[src/rtl/axis_bulk_framer.sv]
// axis_bulk_framer: closes bulk IN packets at max size, on upstream tlast,
// or after an idle timeout, using a one-byte look-ahead hold stage.
//
// Ports:
//   aclk, reset            - clock, synchronous active-high reset
//   s_axis_tvalid_i        - upstream byte valid
//   s_axis_tready_o        - upstream ready (low while reset is high)
//   s_axis_tlast_i         - upstream end-of-packet request
//   s_axis_tdata_i[7:0]    - upstream byte
//   m_axis_tvalid_o        - framed byte valid (registered)
//   m_axis_tready_i        - endpoint ready
//   m_axis_tlast_o         - packet end (registered)
//   m_axis_tdata_o[7:0]    - framed byte (registered)
//
// Parameters:
//   MAX_PACKET   - bytes per full packet (2..4096)
//   IDLE_TIMEOUT - idle cycles before a held byte is flushed (1..65535)

module axis_bulk_framer #(
    parameter int MAX_PACKET   = 512,
    parameter int IDLE_TIMEOUT = 1024
) (
    input  logic       aclk,
    input  logic       reset,
    input  logic       s_axis_tvalid_i,
    output logic       s_axis_tready_o,
    input  logic       s_axis_tlast_i,
    input  logic [7:0] s_axis_tdata_i,
    output logic       m_axis_tvalid_o,
    input  logic       m_axis_tready_i,
    output logic       m_axis_tlast_o,
    output logic [7:0] m_axis_tdata_o
);

    localparam int CW = $clog2(MAX_PACKET);
    localparam int TW = $clog2(IDLE_TIMEOUT + 1);

    localparam logic [CW-1:0] LAST_IDX = CW'(MAX_PACKET - 1);
    localparam logic [TW-1:0] TMO      = TW'(IDLE_TIMEOUT);

    // Output stage: drives m_axis_* directly.
    logic          r_o_valid;
    logic [7:0]    r_o_data;
    logic          r_o_last;

    // Hold stage: one byte of look-ahead.
    logic          r_h_valid;
    logic [7:0]    r_h_data;
    logic          r_h_last;

    // Bytes already moved to the output stage in the current packet.
    logic [CW-1:0] r_count;

    // Idle edges seen since the held byte last changed.
    logic [TW-1:0] r_timer;

    logic          w_o_free;
    logic          w_expired;
    logic          w_at_max;
    logic          w_close;
    logic          w_move;
    logic          w_s_ready;
    logic          w_accept;

    assign w_o_free  = !r_o_valid || m_axis_tready_i;

    // The timer reaches IDLE_TIMEOUT on the IDLE_TIMEOUT-th idle edge
    // after an accept; the close then lands on the following edge, so
    // the flushed byte shows up IDLE_TIMEOUT+1 edges after its accept.
    assign w_expired = (r_timer == TMO);

    assign w_at_max  = (r_count == LAST_IDX);

    // All close causes fold into one flag: a single tlast, a single
    // count reset, never an extra empty packet.
    assign w_close   = r_h_last || w_at_max || w_expired;

    // A held byte only leaves once its successor is on the input or the
    // packet is being closed, so tlast can still be attached to it.
    assign w_move    = !reset && r_h_valid && w_o_free &&
                       (s_axis_tvalid_i || w_close);

    assign w_s_ready = !reset && (!r_h_valid || w_move);
    assign w_accept  = s_axis_tvalid_i && w_s_ready;

    assign s_axis_tready_o = w_s_ready;
    assign m_axis_tvalid_o = r_o_valid;
    assign m_axis_tlast_o  = r_o_last;
    assign m_axis_tdata_o  = r_o_data;

    // Output stage. Data and last only change on a move, which requires
    // the stage to be free, so they stay frozen while stalled.
    always_ff @(posedge aclk) begin
        if (reset) begin
            r_o_valid <= 1'b0;
            r_o_data  <= 8'h00;
            r_o_last  <= 1'b0;
        end else if (w_move) begin
            r_o_valid <= 1'b1;
            r_o_data  <= r_h_data;
            r_o_last  <= w_close;
        end else if (r_o_valid && m_axis_tready_i) begin
            r_o_valid <= 1'b0;
        end
    end

    // Hold stage. An accept and a move on the same edge refill it.
    always_ff @(posedge aclk) begin
        if (reset) begin
            r_h_valid <= 1'b0;
            r_h_data  <= 8'h00;
            r_h_last  <= 1'b0;
        end else if (w_accept) begin
            r_h_valid <= 1'b1;
            r_h_data  <= s_axis_tdata_i;
            r_h_last  <= s_axis_tlast_i;
        end else if (w_move) begin
            r_h_valid <= 1'b0;
        end
    end

    // Packet byte counter.
    always_ff @(posedge aclk) begin
        if (reset) begin
            r_count <= '0;
        end else if (w_move) begin
            if (w_close) begin
                r_count <= '0;
            end else begin
                r_count <= r_count + CW'(1);
            end
        end
    end

    // Idle timer. Saturates so an expiry reached while the output is
    // blocked is remembered until the byte finally moves.
    always_ff @(posedge aclk) begin
        if (reset) begin
            r_timer <= '0;
        end else if (w_accept || w_move) begin
            r_timer <= '0;
        end else if (!r_h_valid) begin
            r_timer <= '0;
        end else if (!w_expired) begin
            r_timer <= r_timer + TW'(1);
        end
    end

endmodule

[config.mk]
export PLATFORM = sky130hd
export DESIGN_NAME = axis_bulk_framer
export DESIGN_NICKNAME = d
export VERILOG_FILES = /design/src/rtl/axis_bulk_framer.sv
export SDC_FILE = /design/constraint.sdc
export NUM_CORES = 1
export LEC_CHECK = 0
export CELL_PAD_IN_SITES_DETAIL_PLACEMENT = 0
export CELL_PAD_IN_SITES_GLOBAL_PLACEMENT = 2
export CORE_UTILIZATION = 29
export CTS_BUF_LIST = sky130_fd_sc_hd__clkbuf_4 sky130_fd_sc_hd__clkbuf_8 sky130_fd_sc_hd__clkbuf_16
export CTS_CLUSTER_DIAMETER = 60
export DETAILED_ROUTE_END_ITERATION = 6
export GPL_ROUTABILITY_DRIVEN = 0
export MAX_ROUTING_LAYER = met4
export PLACE_DENSITY_LB_ADDON = 0.3
export SLEW_MARGIN = 20
export SYNTH_ARGS = -nofsm -noshare
export SYNTH_HDL_FRONTEND = slang
export SYNTH_SLANG_ARGS = --single-unit
[constraint.sdc]
create_clock -name aclk -period 2 [get_ports aclk]
set_input_delay 0.2 -clock aclk [delete_from_list [all_inputs] [get_ports aclk]]
set_output_delay 0.2 -clock aclk [all_outputs]
set_load 0.01 [all_outputs]
After elaboration in Yosys (flattened, before gate mapping)
Cells that the tools add are included.
Operators by class
  add/sub/neg operators: 2
  equality and inequality tests: 2
  muxes and demuxes: 5
  bitwise gates (word level): 1
  reductions and logical operators: 18
Operators with widths (count)
  $add 11x1->11 const B: 1
  $eq 11x11->1 const B: 1
  $add 9x1->9 const B: 1
  $eq 9x9->1 const B: 1
  $mux 9: 1
  $logic_and 1x1->1: 6
  $logic_or 1x1->1: 6
  $mux 1: 4
  $reduce_bool 2->1: 2
  $logic_not 1->1: 3
  $reduce_or 3->1: 1
  $not 1->1: 1
Word-level totals
  register bits after elaboration: 40
  bits of input ports: 13
  logic and storage cells: 36

Longest topological paths before layout
  word-level depth: 10
  gate-level depth with buffers: 9

Worst setup path before layout
OpenSTA, ideal clock, no wires.
  path kind: reg2reg
  start point: register r_count[0]
  end point: register r_o_data[3] (netlist: m_axis_tdata_o[3])
  setup time: 70 ps
  arrival time: 2005 ps
  required time: 1930 ps
  setup slack: -75 ps
  cell stages (with the launch flop): 10
  path buffers: 2
  clock period less this slack: 2075 ps
  path through: dfxtp_1 -> ha_1 -> and4_1 -> ha_1 -> nor3_1 -> o31a_1 -> buf_6 -> clkbuf_1 -> o21ai_0 -> a21oi_1
On the way
  word-level cells in the longest chain between the ends: 5
RTL lines
  from (decl): line 52  | logic [CW-1:0] r_count;
  from (signal assigned): line 130  | r_count <= r_count + CW'(1);
  $eq 9x9->1: line 72  | assign w_at_max = (r_count == LAST_IDX);
  $logic_or 1x1->1 (2 in a row): line 76  | assign w_close = r_h_last || w_at_max || w_expired;
  $logic_or 1x1->1: line 81  | (s_axis_tvalid_i || w_close);
  $logic_and 1x1->1: line 80  | assign w_move = !reset && r_h_valid && w_o_free &&
  to (signal assigned): line 100  | r_o_data <= r_h_data;
  to (decl): line 43  | logic [7:0] r_o_data;
No other way between the ends.
A chain may end at the register's enable or synchronous reset.

Worst setup path after layout
  start point: register r_timer[0]
  end point: register r_count[4]
On the way
  word-level cells in the longest chain between the ends: 4
  elaborated cells on any way between the ends: 5
  classes of those cells: 1 x eq/ne; 1 x mux; 3 x reduce/logical
RTL lines
  from (decl): line 55  | logic [TW-1:0] r_timer;
  from (signal assigned): line 145  | r_timer <= r_timer + TW'(1);
  $eq 11x11->1 *: line 70  | assign w_expired = (r_timer == TMO);
  $logic_or 1x1->1 *: line 76
  $logic_or 1x1->1: line 81
  $logic_and 1x1->1: line 80
Mark *: on every way between the ends. The rest lies on a longest branch, timed or not.

==> summary.txt <==
Run status
  • Outcome: finished, violations left
  • Failing checks: setup timing

Yosys
  • Post-synth top area cell: dfxtp_1
  • Synth area leaders: dfxtp_1 45%, a21oi_1 8.2%, nand3_1 6.8%
  • Cell area after synthesis: 1770 um^2
  • Mean Syn Cell Area: 8.53 um^2
  • Sequential share of the synthesized area: 45.1%
  • Ys flop type: dfxtp_1
  • Synthesis-stage register bit count: 40
  • Unique masters post-synth: 34
  • Cells after synthesis: 208
  • Asr flop ratio synth: 0%
  • Post-Syn Nets: 225
  • Synth top area share: 45.1%
  • Most frequent cell after synthesis: dfxtp_1
  • Post-synth EDFFs: 0
  • Post-synth top cells: 40 x dfxtp_1, 29 x a21oi_1, 24 x nand3_1
  • Synth Warn #: 0

Power
  • Power Density: 627 nW/um^2
  • Static Leak: 0.000975 uW
  • Peak VDD IR: 558 uV

Die
  • Starting Density: 30.0%
  • DIE AREA: 6430 um^2
  • I/O pin total: 24
  • Chip Width: 80.2 um
  • Placeable Area: 5920 um^2
  • Die span in y: 80.2 um
  • Rows: 28

Timing
  • Tmin final: 2180 ps
  • Max Fclk: 460 MHz
  • Worst Setup Slack, final: -176 ps
  • Clock Skew: 11.5 ps
  • Max-slew violations: 0
  • Worst Max-Slew Pin Slew: 370 ps
  • Unrepaired setup endpoints after global routing: yes
  • Hold Violations, Final: 0
  • Fin crit share: 109%
  • Rel. slew slack: 75.1%
  • Setup Viol. Count Final: 30

CTS
  • Root Driver: clkbuf_8
  • Clock-pin slew on the worst setup and hold paths: 80 ps
  • Hold_buf cts: 0
  • Longest Clk Path Bufs: 2
  • Clock latency on the worst-skew pair: 290 ps
  • Clock Sinks: 40
  • Num CTS Buffers: 5
  • H-tree levels: 2
  • CTS tree: built

Drt
  • DRC errors left: 0
  • Initial DRC count: 62
  • Average via count per standard cell: 5.00
  • First drt pass iteration count: 4
  • WL final: 4770 um
  • Routed Antenna Nets: 0
  • Via count: 1760
  • Routed len/inst: 13.5 um

Finish
  • Area growth syn-to-layout: 54.4%
  • Design Area, Final: 2740 um^2
  • NumNets Final: 293
  • ANT cells: 0
  • Share of post-route cells with drive strength above 1: 33.9%

Worst setup path
  • Critical Path AT: 2410 ps
  • CP Launch Type: flop
  • Setup Crit Path Kind: flop to flop
  • CP Data Required Time: 2230 ps
  • Launch point of the worst reg-to-reg path: r_timer[0]
  • Crit. End Element: flop
  • R2R setup slack: -180 ps
  • Critical Path Source: r_timer[0]
  • Max FO, Critical Path: 8

Placement
  • Post-DP HPWL: 3200 um
  • Port Buffers: 23
  • Pre-CTS WS: -239 ps
  • Post-DP Area: 2360 um^2

Worst hold path
  • Worst Hold Class: flop to flop
  • Hold Path Origin: m_axis_tdata_o[7]

Global route
  • Global-route wire length before repair: 8020 um
  • Initial antenna violation count: 0
  • GRT overflow: 0
  • Vias in the first global route: 1612
  • Largest net degree at the start of global routing: 25
  • Total GRT Usage: 16.9%

Job
  • Max-Cap Viols: 0
[power by group]
part | internal [uW] | switching [uW] | total (uW)
clock network | 384 | 273 | 657
logic | 118 | 114 | 232
registers | 814 | 15.2 | 829
total | 1320 | 403 | 1720
[worst paths after layout]
kind              cells past startpoint           endpoint
setup / recovery                      8         r_count[4]
hold / removal                        2  m_axis_tdata_o[7]
setup reg to reg                      8         r_count[4]
hold reg to reg                       2  m_axis_tdata_o[7]
[critical path: stages, from the launching register on]
cell and delay (ps):
dfxtp_2 320, inv_2 50, ha_1 130, or4b_4 470, buf_6 130, o31a_1 270, buf_12 150, or4_4 470
a21oi_2 140
[placed cells by master, fill, tap and decap left out, types with 2 or more instances in the layout]
cell / instances
dfxtp_1: 39
buf_4: 39
nand3_1: 24
a21oi_1: 23
clkdlybuf4s50_1: 22
nor2_1: 13
o21ai_2: 11
o21ai_0: 9
nand2_1: 8
xnor2_1: 7
buf_6: 7
a21oi_2: 6
or4_1: 5
clkbuf_8: 5
inv_1: 4
o31ai_4: 4
nor3_1: 4
nand4_1: 3
xor2_1: 3
ha_1: 3
nand2b_1: 2
or4b_4: 2
o31a_1: 2
o31ai_1: 2
nor4_1: 2
buf_12: 2
[sequential cells by signal, summed over array words and instances (netlist names)]
| register | count |
|---|---|
| m_axis_tdata_o | 8 |
| m_axis_tlast_o | 1 |
| m_axis_tvalid_o | 1 |
| r_count | 9 |
| r_h_data | 8 |
| r_h_last | 1 |
| r_h_valid | 1 |
| r_timer | 11 |
[cells by family after synthesis]
| family | share of synthesized area, % |
|---|---|
| mux | 0.564 |
| buf+inv | 3.88 |
| simple gates | 22.6 |
| fa+ha+maj | 2.82 |
| compound gates | 20.1 |
| xor+xnor | 4.94 |
| flops | 45.1 |
[timing repair]
item / CTS / global route
gates resized for setup: 40 / 21
cloned: 1 / 0
setup buffers: 9 / 2
endpoints found under the setup margin: 29 / 30
pin swaps: 19 / 11
[routing by layer]
layer	global-route usage [%]	part of all wire, %	routed length, um	vias up
li1	-	-	-	897
met4	4.82	0.88	42	0
met5	-	0	0	-
met2	22.7	45	2120	33
met3	3.41	2.9	140	4
met1	24.9	52	2460	826
[metrics by stage]
stage	hold WS (ps)	setup TNS [ps]	cells	power [uW]	utilization, %
floorplan	348	-11.8	208	926	-
global placement	456	-1340	332	1020	39.8
detailed placement	464	-1650	332	1020	39.8
CTS	467	-3580	350	1730	44.4
global route	474	-5400	352	1800	46.3
finish	460	-3190	352	1720	46.3
[area by class of cell]
| class | count | area (um^2) |
|---|---|---|
| clock buffers | 6 | 76.3 |
| multi-input cells | 152 | 1060 |
| repair buffers | 72 | 652 |
| clock inverters | 2 | 35.0 |
| flip-flops and latches | 40 | 802 |
| inverters | 5 | 18.8 |
| well taps | 75 | 93.8 |
| fillers | 599 | 3180 |
No activity file was read; power rests on OpenSTA's default activity.
